===== src/rtl/load_store_unit.sv =====
// load_store_unit: RV32I load/store front end for a word-wide synchronous data memory.
// Sub-word stores become read-modify-write; stall holds the datapath while an access is in flight.
// Optional feature macro: LSU_MMIO_EN (addresses >= MMIO_BASE hit an internal mmio_out register).
module load_store_unit #(
    parameter int unsigned ADDR_W    = 8,
    parameter logic [31:0] MMIO_BASE = 32'h0000_0400
) (
    input  logic              clk,
    input  logic              rst,
    input  logic              req_valid,
    input  logic              req_write,
    input  logic [2:0]        req_funct3,
    input  logic [31:0]       req_addr,
    input  logic [31:0]       req_wdata,
    output logic              stall,
    output logic [31:0]       rdata,
    output logic              rdata_valid,
    output logic              fault,
    output logic [ADDR_W-1:0] mem_addr,
    output logic [31:0]       mem_data,
    output logic              mem_wren,
    input  logic [31:0]       mem_q,
    output logic [31:0]       mmio_out
);

    typedef enum logic [1:0] {IDLE, LOAD_WAIT, RMW_READ, RMW_WRITE} state_t;

    state_t            state, state_nxt;
    logic              legal_c, accept_c, fault_nxt_c, is_sw_c, is_mmio_c;
    logic [2:0]        lat_f3;
    logic [1:0]        lat_lane;
    logic [ADDR_W-1:0] lat_waddr;
    logic [15:0]       lat_wdata;
    logic              lat_mmio;
    logic [31:0]       wdata_q;
    logic [31:0]       mmio_q;

    // Select the byte/half lane of a word and sign- or zero-extend it.
    function automatic logic [31:0] load_ext(input logic [31:0] w, input logic [2:0] f3,
                                             input logic [1:0] lane);
        logic [31:0] sh;
        sh = w >> {lane, 3'b000};
        case (f3[1:0])
            2'b00:   return f3[2] ? {24'b0, sh[7:0]} : {{24{sh[7]}}, sh[7:0]};
            2'b01:   return f3[2] ? {16'b0, sh[15:0]} : {{16{sh[15]}}, sh[15:0]};
            default: return w;
        endcase
    endfunction

    // Replace one byte/half lane of a word with store data.
    function automatic logic [31:0] lane_merge(input logic [31:0] w, input logic [15:0] d,
                                               input logic half, input logic [1:0] lane);
        logic [31:0] mask;
        logic [31:0] data;
        mask = (half ? 32'h0000_FFFF : 32'h0000_00FF) << {lane, 3'b000};
        data = {16'b0, d} << {lane, 3'b000};
        return (w & ~mask) | (data & mask);
    endfunction

    // Request decode: funct3 legality, alignment, store kind, MMIO window.
    always_comb begin
        logic f3_ok;
        logic align_ok;
        if (req_write) f3_ok = (req_funct3 == 3'b000) || (req_funct3 == 3'b001) || (req_funct3 == 3'b010);
        else           f3_ok = (req_funct3 != 3'b011) && (req_funct3 != 3'b110) && (req_funct3 != 3'b111);
        case (req_funct3[1:0])
            2'b00:   align_ok = 1'b1;
            2'b01:   align_ok = !req_addr[0];
            default: align_ok = (req_addr[1:0] == 2'b00);
        endcase
        legal_c     = f3_ok && align_ok;
        accept_c    = !rst && (state == IDLE) && req_valid && legal_c;
        fault_nxt_c = !rst && (state == IDLE) && req_valid && !legal_c;
        is_sw_c     = req_write && (req_funct3[1:0] == 2'b10);
`ifdef LSU_MMIO_EN
        is_mmio_c   = (req_addr >= MMIO_BASE);
`else
        is_mmio_c   = 1'b0;
`endif
    end

`ifndef LSU_MMIO_EN
    logic unused_c;
    assign unused_c = ^{req_addr[31:ADDR_W+2], MMIO_BASE};
`endif

    // State register.
    always_ff @(posedge clk) begin
        if (rst) state <= IDLE;
        else     state <= state_nxt;
    end

    // Next state and memory-side/load-return outputs.
    always_comb begin
        state_nxt   = state;
        stall       = 1'b0;
        mem_wren    = 1'b0;
        mem_addr    = lat_waddr;
        mem_data    = wdata_q;
        rdata       = 32'b0;
        rdata_valid = 1'b0;
        if (!rst) begin
            case (state)
                IDLE: begin
                    mem_addr = req_addr[ADDR_W+1:2];
                    if (accept_c) begin
                        if (!req_write) begin
                            stall     = 1'b1;
                            state_nxt = LOAD_WAIT;
                        end else if (is_mmio_c) begin
                            state_nxt = IDLE;
                        end else if (is_sw_c) begin
                            mem_wren = 1'b1;
                            mem_data = req_wdata;
                        end else begin
                            stall     = 1'b1;
                            state_nxt = RMW_READ;
                        end
                    end
                end
                LOAD_WAIT: begin
                    rdata       = load_ext(lat_mmio ? mmio_q : mem_q, lat_f3, lat_lane);
                    rdata_valid = 1'b1;
                    state_nxt   = IDLE;
                end
                RMW_READ: begin
                    stall     = 1'b1;
                    state_nxt = RMW_WRITE;
                end
                RMW_WRITE: begin
                    mem_wren  = 1'b1;
                    state_nxt = IDLE;
                end
                default: state_nxt = IDLE;
            endcase
        end
    end

    // Request latch, fault pulse, merged write word and MMIO register.
    always_ff @(posedge clk) begin
        if (rst) begin
            fault     <= 1'b0;
            lat_f3    <= 3'b0;
            lat_lane  <= 2'b0;
            lat_waddr <= '0;
            lat_wdata <= 16'b0;
            lat_mmio  <= 1'b0;
            wdata_q   <= 32'b0;
            mmio_q    <= 32'b0;
        end else begin
            fault <= fault_nxt_c;
            if (accept_c) begin
                lat_f3    <= req_funct3;
                lat_lane  <= req_addr[1:0];
                lat_waddr <= req_addr[ADDR_W+1:2];
                lat_wdata <= req_wdata[15:0];
                lat_mmio  <= is_mmio_c;
            end
            if (state == RMW_READ)
                wdata_q <= lane_merge(mem_q, lat_wdata, lat_f3[0], lat_lane);
`ifdef LSU_MMIO_EN
            if (accept_c && req_write && is_mmio_c)
                mmio_q <= is_sw_c ? req_wdata : lane_merge(mmio_q, req_wdata[15:0], req_funct3[0], req_addr[1:0]);
`endif
        end
    end

    assign mmio_out = mmio_q;

endmodule


===== config.mk =====
export PLATFORM = sky130hd
export DESIGN_NAME = load_store_unit
export DESIGN_NICKNAME = d
export VERILOG_FILES = /design/src/rtl/load_store_unit.sv
export SDC_FILE = /design/constraint.sdc
export NUM_CORES = 1
export LEC_CHECK = 0
export CORE_ASPECT_RATIO = 1.25
export CORE_MARGIN = 5
export CORE_UTILIZATION = 40
export CTS_BUF_LIST = sky130_fd_sc_hd__clkbuf_4 sky130_fd_sc_hd__clkbuf_8
export DETAILED_ROUTE_END_ITERATION = 7
export PLACE_DENSITY = 0.8
export SETUP_SLACK_MARGIN = 0.02
export SLEW_MARGIN = 20
export SYNTH_ARGS = -nofsm -noshare
export SYNTH_HDL_FRONTEND = slang
export SYNTH_SLANG_ARGS = --single-unit

===== constraint.sdc =====
create_clock -name clk -period 10 [get_ports clk]
set_input_delay 3 -clock clk [delete_from_list [all_inputs] [get_ports clk]]
set_output_delay 3 -clock clk [all_outputs]
set_load 0.005 [all_outputs]

## Word-level counts from Yosys, hierarchy flattened

Cells that the tools add are included.

| word-level totals | value |
|---|---|
| output and inout port bits | 108 |
| latch bits | 0 |
| memories kept | 0 |
| memory bits (writable) | 0 |
| ROM bits | 0 |
| bits in registers | 64 |
| input port bits | 103 |

| operators by class | value |
|---|---|
| div/mod/pow operators | 0 |
| order comparisons | 0 |
| shift operators | 3 |
| bitwise logic cells | 4 |
| multiply operators | 0 |
| add/sub/neg operators | 0 |
| reductions and logical operators | 20 |
| mux-type cells | 31 |
| equality and inequality tests | 13 |

Operator list:

| kind | count |
|---|---|
| 32-bit two-way mux | 9 |
| 32-bit AND | 2 |
| 32-bit case mux with 2 select lines | 1 |
| 16-bit by 5-bit << shifter with 32-bit output | 2 |
| 32-bit NOT | 1 |
| 32-bit OR | 1 |
| 32-bit by 5-bit >> shifter with 16-bit output | 1 |
| 16-bit two-way mux | 1 |
| 8-bit two-way mux | 2 |
| 1-bit two-way mux | 11 |
| 3-bit != test (second input constant) | 3 |
| 1-bit logical AND | 8 |
| 2-bit zero test | 4 |
| 2-bit by 1-bit == test with 1-bit output (second input constant) | 3 |
| 2-bit == test (second input constant) | 3 |
| 2-bit two-way mux | 3 |
| 1-bit case mux with 2 select lines | 3 |
| 2-bit case mux with 3 select lines | 1 |
| 3-bit by 1-bit == test with 1-bit output (second input constant) | 1 |
| 3-bit by 2-bit == test with 1-bit output (second input constant) | 1 |
| 1-bit zero test | 3 |
| 3-bit zero test | 1 |
| 3-bit by 2-bit != test with 1-bit output (second input constant) | 1 |
| 1-bit logical OR | 2 |
| 3 further kinds | 3 |

## Depth between registers and ports, before layout

Gate-level depths: netlist of run 1.

| depth | value |
|---|---|
| depth in word-level cells | 9 |
| depth in mapped cells | 8 |
| depth with buffers taken out | 6 |

## Worst setup path before layout of run 1

Ideal clock, no wire load.

| timing path | value |
|---|---|
| kind | input port to output port |
| start point | input port req_addr[0] |
| end point | output port mem_data[10] |
| stages | 4 |
| arrival | 4.437 ns |
| setup slack | 2.563 ns |
| required time | 7.000 ns |
| buffers on the path | 1 |
| cells stage by stage | or4_4 > a211oi_4 > buf_6 > mux2_2 |

| between the ends | value |
|---|---|
| longest elaborated chain between the ends | 7 |

RTL lines:

| what | line | source |
|---|---|---|
| from (decl) | 13 | `input logic [31:0] req_addr,` |
| 2-bit zero test / 1-bit zero test (equally long branches) | 69, 68 |  |
| 1-bit case mux with 2 select lines (*) | 66 | `case (req_funct3[1:0])` |
| 1-bit logical AND (*) | 71 | `legal_c = f3_ok && align_ok;` |
| 1-bit logical AND (*) | 72 | `accept_c = !rst && (state == IDLE) && req_valid && legal_c;` |
| 32-bit two-way mux (*) | 106 | `if (accept_c) begin` |
| 32-bit two-way mux (*) | 103 | `case (state)` |
| 32-bit two-way mux (*) | 102 | `if (!rst) begin` |
| to (decl) | 20 | `output logic [31:0] mem_data,` |

Mark *: on every way between the ends. The rest lies on a longest branch, timed or not.

## Final worst setup path of run 1

| timing path | value |
|---|---|
| start point | input port req_addr[0] |
| end point | output port mem_data[21] |

Same word-level chain as after synthesis.

==> impl_metrics.json, run 1 <==
{
  "outcome": "finished, final reports clean",
  "hp-start": "lat_waddr[5]",
  "r2r_slack_ns": 7.66,
  "grt_pass1_wl_um": 24420,
  "post_drt_wl_per_cell_um": 18.91,
  "yosysTopAreaCell": "dfxtp_1",
  "startpoint_type": "input port",
  "timing.rr.end": "state[1]",
  "yosysWarnings": 0,
  "cp.arrival_ns": 5.48,
  "ys_ff_latch": 64,
  "drive_gt1_share_pct": 13.28,
  "port_buffers": 156,
  "endpoint": "mem_data[21]",
  "num_rows": 42,
  "drc_errors": 0,
  "cp.required_ns": 7.00,
  "multi_input_comb_area_um2": 2759,
  "finalInstanceArea_um2": 6085,
  "syn_area_um2": 4388,
  "leakagePower_nw": 2.257,
  "r2r_start": "state[0]",
  "fmaxAchievable_ghz": 0.1179,
  "fin_crit_ns": 8.480,
  "peakVddDrop_mv": 0.1168,
  "tightest_slew_ns": 0.6522,
  "yosys-top-cells-count": "nand2_1 (108), dfxtp_1 (64), a21oi_1 (62)",
  "fin_ws_ns": 1.520,
  "cts_tree": "yes",
  "rsz0062_at_grt": "no",
  "gp_congestion": 0.9143,
  "post_cts_buffers": 0,
  "worstSkewPairLatency_ns": 0.34,
  "end_kind": "output port",
  "hold_depth": 2,
  "drtAntennaViolNets": 0,
  "start_util_pct": 41.13,
  "clock_skew_ns": 0.009491,
  "vias_per_cell": 5.504,
  "ctsRootBufferMaster": "clkbuf_8",
  "synth_top_area_share_pct": 29.20,
  "grt_usage_pct": 22.52,
  "synth.area.top_cells": "dfxtp_1 (29%), mux2_2 (13%), nand2_1 (9.2%)",
  "syn2layout_area_growth_pct": 38.67,
  "synth_enable_flop_cells": 0,
  "cts_buffer_depth": 2,
  "hpwl_um": 11570,
  "finalSetupTns_ns": 0,
  "diodes": 0,
  "preCtsSetupSlack_ns": 1.525,
  "coreArea_um2": 10670,
  "cpMostUsedCell": "clkdlybuf4s50_1",
  "finalMaxSlewViolations": 0,
  "period_share_pct": 84.80,
  "relSlewSlack_pct": 56.36,
  "setup.worst_path.start": "req_addr[0]",
  "numClockSinks": 64,
  "yosysUniqueCellTypes": 44,
  "dpl-instance-area_um2": 5856,
  "grt_pass1_vias": 4470,
  "die_area_um2": 13180,
  "antenna_found_initial": 0,
  "firstDrtPassIters": 5,
  "finalNetCount": 796,
  "syn_inst": 557,
  "ys_seq_area_share_pct": 29.20,
  "die_h_um": 127.1,
  "hp-class": "flop to flop",
  "hold_violations": 0,
  "clk_pin_slew_worst_paths_ns": 0.07,
  "grt_overflow": 0,
  "syn_avg_cell_area_um2": 7.878,
  "cts_buffers": 9,
  "path_cells": "clkdlybuf4s50_1 -> or4_4 -> a211oi_4 -> buf_4 -> mux2_2 -> clkdlybuf4s50_1",
  "fillers": 992,
  "max_stage_delay_ns": 0.61,
  "rr_worst_depth": 7,
  "die_x_um": 103.7,
  "hold_buffers": 0,
  "grt_max_degree": 51,
  "route.vias.total": 4541,
  "synth.most_common_cell": "nand2_1",
  "path_class": "input port to output port",
  "seq_area_um2": 1281,
  "drt_first_iter_violations": 360,
  "ctsResizeCount": 0,
  "worst_path_max_delay_cell": "or4_4",
  "h-tree-depth": 3,
  "critical_path_peak_fanout": 17,
  "io_pins": 211,
  "setup_viol": 0,
  "ys.flop_type": "dfxtp_1",
  "powerDensity_nw_per_um2": 169.5,
  "async_flop_share_pct": 0,
  "drv_cap": 0,
  "routed_wl_um": 15600
}
worst min path at each step:
stage,end,slack [ns]
after floorplan,lat_waddr[0],0.43
after global placement,lat_waddr[3],0.44
after detailed placement,lat_waddr[5],0.45
after CTS,lat_waddr[5],0.46
after global routing,lat_waddr[2],0.47
final,lat_waddr[5],0.46
registers in the layout, indices dropped and copies added (netlist names):
| register | count |
|---|---|
| state | 2 |
| fault | 1 |
| wdata_q | 32 |
| lat_waddr | 8 |
| lat_wdata | 16 |
| lat_f3 | 3 |
| lat_lane | 2 |
kinds of logic (layout without fill, tap and decap cells):
| family | after synthesis | after routing | share of synthesized area, % |
|---|---|---|---|
| other | 1 | 32 | 0.08546 |
| multiplexers | 67 | 67 | 16.68 |
| buffers and inverters | 83 | 188 | 10.66 |
| AO/OA/AOI/OAI | 164 | 164 | 24.81 |
| flip-flops | 64 | 64 | 29.20 |
| adder cells (fa/ha/maj) | 5 | 5 | 1.426 |
| AND/OR/NAND/NOR | 173 | 173 | 17.14 |
stage by stage:
| step | util, % | hold WS [ns] | power [mW] | instances |
|---|---|---|---|---|
| floorplan | - | 0.4329 | 0.5659 | 588 |
| global placement | 54.89 | 0.4411 | 0.7692 | 809 |
| detailed placement | 54.89 | 0.4476 | 0.7807 | 809 |
| CTS | 57.04 | 0.4584 | 1.037 | 825 |
| global route | 57.04 | 0.4742 | 1.094 | 825 |
| finish | 57.04 | 0.4567 | 1.031 | 825 |
power by group:
part           internal [mW]  switching (mW)
Clock                  0.148           0.106
Sequential             0.304          0.0311
Combinational          0.243           0.199
final cells by class:
cell class                 count  area share (%)
clock inverter                 6           1.501
inverter                       7          0.4318
tap                          132           2.714
timing repair buffer         165           26.69
multi-input combinational    441           45.34
clock buffer                  10           2.262
sequential                    64           21.06
layout by cell type (no fill, tap or decap), types with 2 or more instances in the layout:
cell and instances:
clkbuf_8 10, a21o_1 16, a31oi_1 7, o221a_2 8
nand3b_1 3, clkinv_4 2, a221oi_1 10, clkdlybuf4s50_1 155
a311oi_1 9, dfxtp_1 64, nor3b_1 7, mux2i_1 18
conb_1 32, nand2_1 108, a21oi_1 61, nor2_1 28
nor3_1 9, mux2_2 49, nand2b_1 11, ha_1 5
buf_4 9, o21ai_0 25, o211ai_1 17, inv_1 5
bufinv_16 2
worst max-delay path, delay by kind of cell:
family | cells | cell delay, ns
AOI/OAI and AO/OA | 1 | 0.24
buffers and inverters | 3 | 1.25
muxes | 1 | 0.37
and+or+nand+nor | 1 | 0.61
routing by layer:
| metal | vias to the layer above | wire, um | GRT usage (%) |
|---|---|---|---|
| met5 | - | 0 | 0 |
| met4 | 0 | 406 | 7.698 |
| met3 | 25 | 1117 | 4.692 |
| met2 | 213 | 7670 | 38.36 |
| met1 | 2118 | 6403 | 28.29 |
| li1 | 2185 | - | - |
Power figures use the tool's default switching activity.
==> run 2, diff against run 1 <==
==> constraint.sdc (replaced) <==
create_clock -name clk -period 8 [get_ports clk]
set_input_delay 2.4 -clock clk [delete_from_list [all_inputs] [get_ports clk]]
set_output_delay 2.4 -clock clk [all_outputs]
set_load 0.005 [all_outputs]
==> run 2 against run 1 <==
Against the previous run: via count up 1.9%; routed wire length up 1.3%; final cell count is the same; setup slack got worse by 0.83 ns; cell area about the same; first-iteration DRC count shrank 28%; non-clock buffer count stayed put; worst hold slack improved by 0.0014 ns; clock power increased by 26%; register-to-register slack worse by 2.1 ns; critical path type unchanged; critical endpoint unchanged.
==> impl_metrics.json, run 2 (same netlist as run 1, synthesis figures left out) <==
{
  "outcome": "finished, final reports clean",
  "largest_register_ffs": 32,
  "dp.cells": 809,
  "cpMostUsedCell": "clkdlybuf4s50_1",
  "hpwl_um": 11870,
  "grt_pass1_wl_um": 24620,
  "fin_crit_ns": 7.309,
  "powerDensity_nw_per_um2": 212.9,
  "grt_pass1_vias": 4508,
  "cts_buffer_depth": 2,
  "r2r_slack_ns": 5.56,
  "cts_tree": "yes",
  "grt_overflow": 0,
  "hold_buffers": 0,
  "setup_viol": 0,
  "clk_pin_slew_worst_paths_ns": 0.07,
  "drc_errors": 0,
  "worstSkewPairLatency_ns": 0.34,
  "leakagePower_nw": 2.251,
  "finalSetupTns_ns": 0,
  "routed_wl_um": 15800,
  "peakVddDrop_mv": 0.1402,
  "post_cts_buffers": 0,
  "cp.arrival_ns": 4.91,
  "drtAntennaViolNets": 0,
  "start_util_pct": 41.13,
  "fin_ws_ns": 0.6911,
  "max_stage_delay_ns": 0.60,
  "h-tree-depth": 3,
  "layout_common_cells": "clkdlybuf4s50_1 (155), nand2_1 (108), dfxtp_1 (64)",
  "fin_util_pct": 57.01,
  "grt_max_degree": 50,
  "path_cells": "clkdlybuf4s50_1 -> or4_4 -> a211oi_4 -> buf_4 -> mux2_2 -> clkdlybuf4s50_1",
  "clock_skew_ns": 0.01004,
  "finalMaxSlewViolations": 0,
  "fmaxAchievable_ghz": 0.1368,
  "path_class": "input port to output port",
  "num_rows": 42,
  "fin_cells": 825,
  "regMostFlops": "wdata_q",
  "tightest_slew_ns": 0.8480,
  "syn2layout_area_growth_pct": 38.61,
  "post_drt_wl_per_cell_um": 19.15,
  "grt_usage_pct": 22.72,
  "ctsRootBufferMaster": "clkbuf_8",
  "gp_congestion": 0.9075,
  "relSlewSlack_pct": 43.39,
  "critical_path_peak_fanout": 17,
  "ctsResizeCount": 0,
  "vias_per_cell": 5.608,
  "firstDrtPassIters": 5,
  "numClockSinks": 64,
  "finalNetCount": 796,
  "antenna_found_initial": 0,
  "finalInstanceArea_um2": 6082,
  "cts_buffers": 9,
  "die_area_um2": 13180,
  "port_buffers": 156,
  "cp.required_ns": 5.60,
  "dpl-instance-area_um2": 5856,
  "top_regs": "wdata_q (32), lat_wdata (16), lat_waddr (8)",
  "hold-worst-slack_ns": 0.4581,
  "route.vias.total": 4627,
  "period_share_pct": 91.36,
  "end_kind": "output port",
  "drv_cap": 0,
  "drt_first_iter_violations": 258,
  "hp-class": "flop to flop",
  "hold_violations": 0,
  "die_h_um": 127.1,
  "worst_path_max_delay_cell": "or4_4",
  "startpoint_type": "input port",
  "diodes": 0,
  "drive_gt1_share_pct": 13.28,
  "coreArea_um2": 10670,
  "preCtsSetupSlack_ns": 0.6888,
  "rsz0062_at_grt": "no",
  "power_mw": 1.295,
  "io_pins": 211,
  "die_x_um": 103.7,
  "final_common_cell": "clkdlybuf4s50_1"
}
==> run 2: where the power goes <==
group	switching (mW)	internal (mW)
Sequential	0.0423	0.380
Clock	0.143	0.179
Combinational	0.247	0.303
==> run 2: final timing paths <==
check	start	end	depth (start not counted)
setup / recovery	req_funct3[0]	mem_data[21]	6
hold / removal	lat_waddr[6]	lat_waddr[6]	2
setup reg to reg	lat_lane[1]	wdata_q[18]	5
hold reg to reg	lat_waddr[6]	lat_waddr[6]	2
==> run 2: critical path, delay by kind of cell <==
kind	cells	cell delay (ns)
and+or+nand+nor	1	0.60
AOI/OAI and AO/OA	1	0.25
muxes	1	0.38
buffers and inverters	3	1.27
==> run 2: final cells by class <==
class | instances | area, um2
multi-input combinational | 441 | 2759
inverter | 7 | 26.28
clock inverter | 7 | 102.6
tap | 132 | 165.2
fill | 976 | 4586
clock buffer | 9 | 123.9
sequential | 64 | 1281
timing repair buffer | 165 | 1624
==> run 2: metal layers <==
metal  track usage, %  routed length (um)  vias to the layer above
li1                 -                   -                     2193
met1            28.97                6292                     2163
met2            38.66                7922                      241
met3            4.692                1221                       30
met4            6.936                 360                        0
met5                0                   0                        -
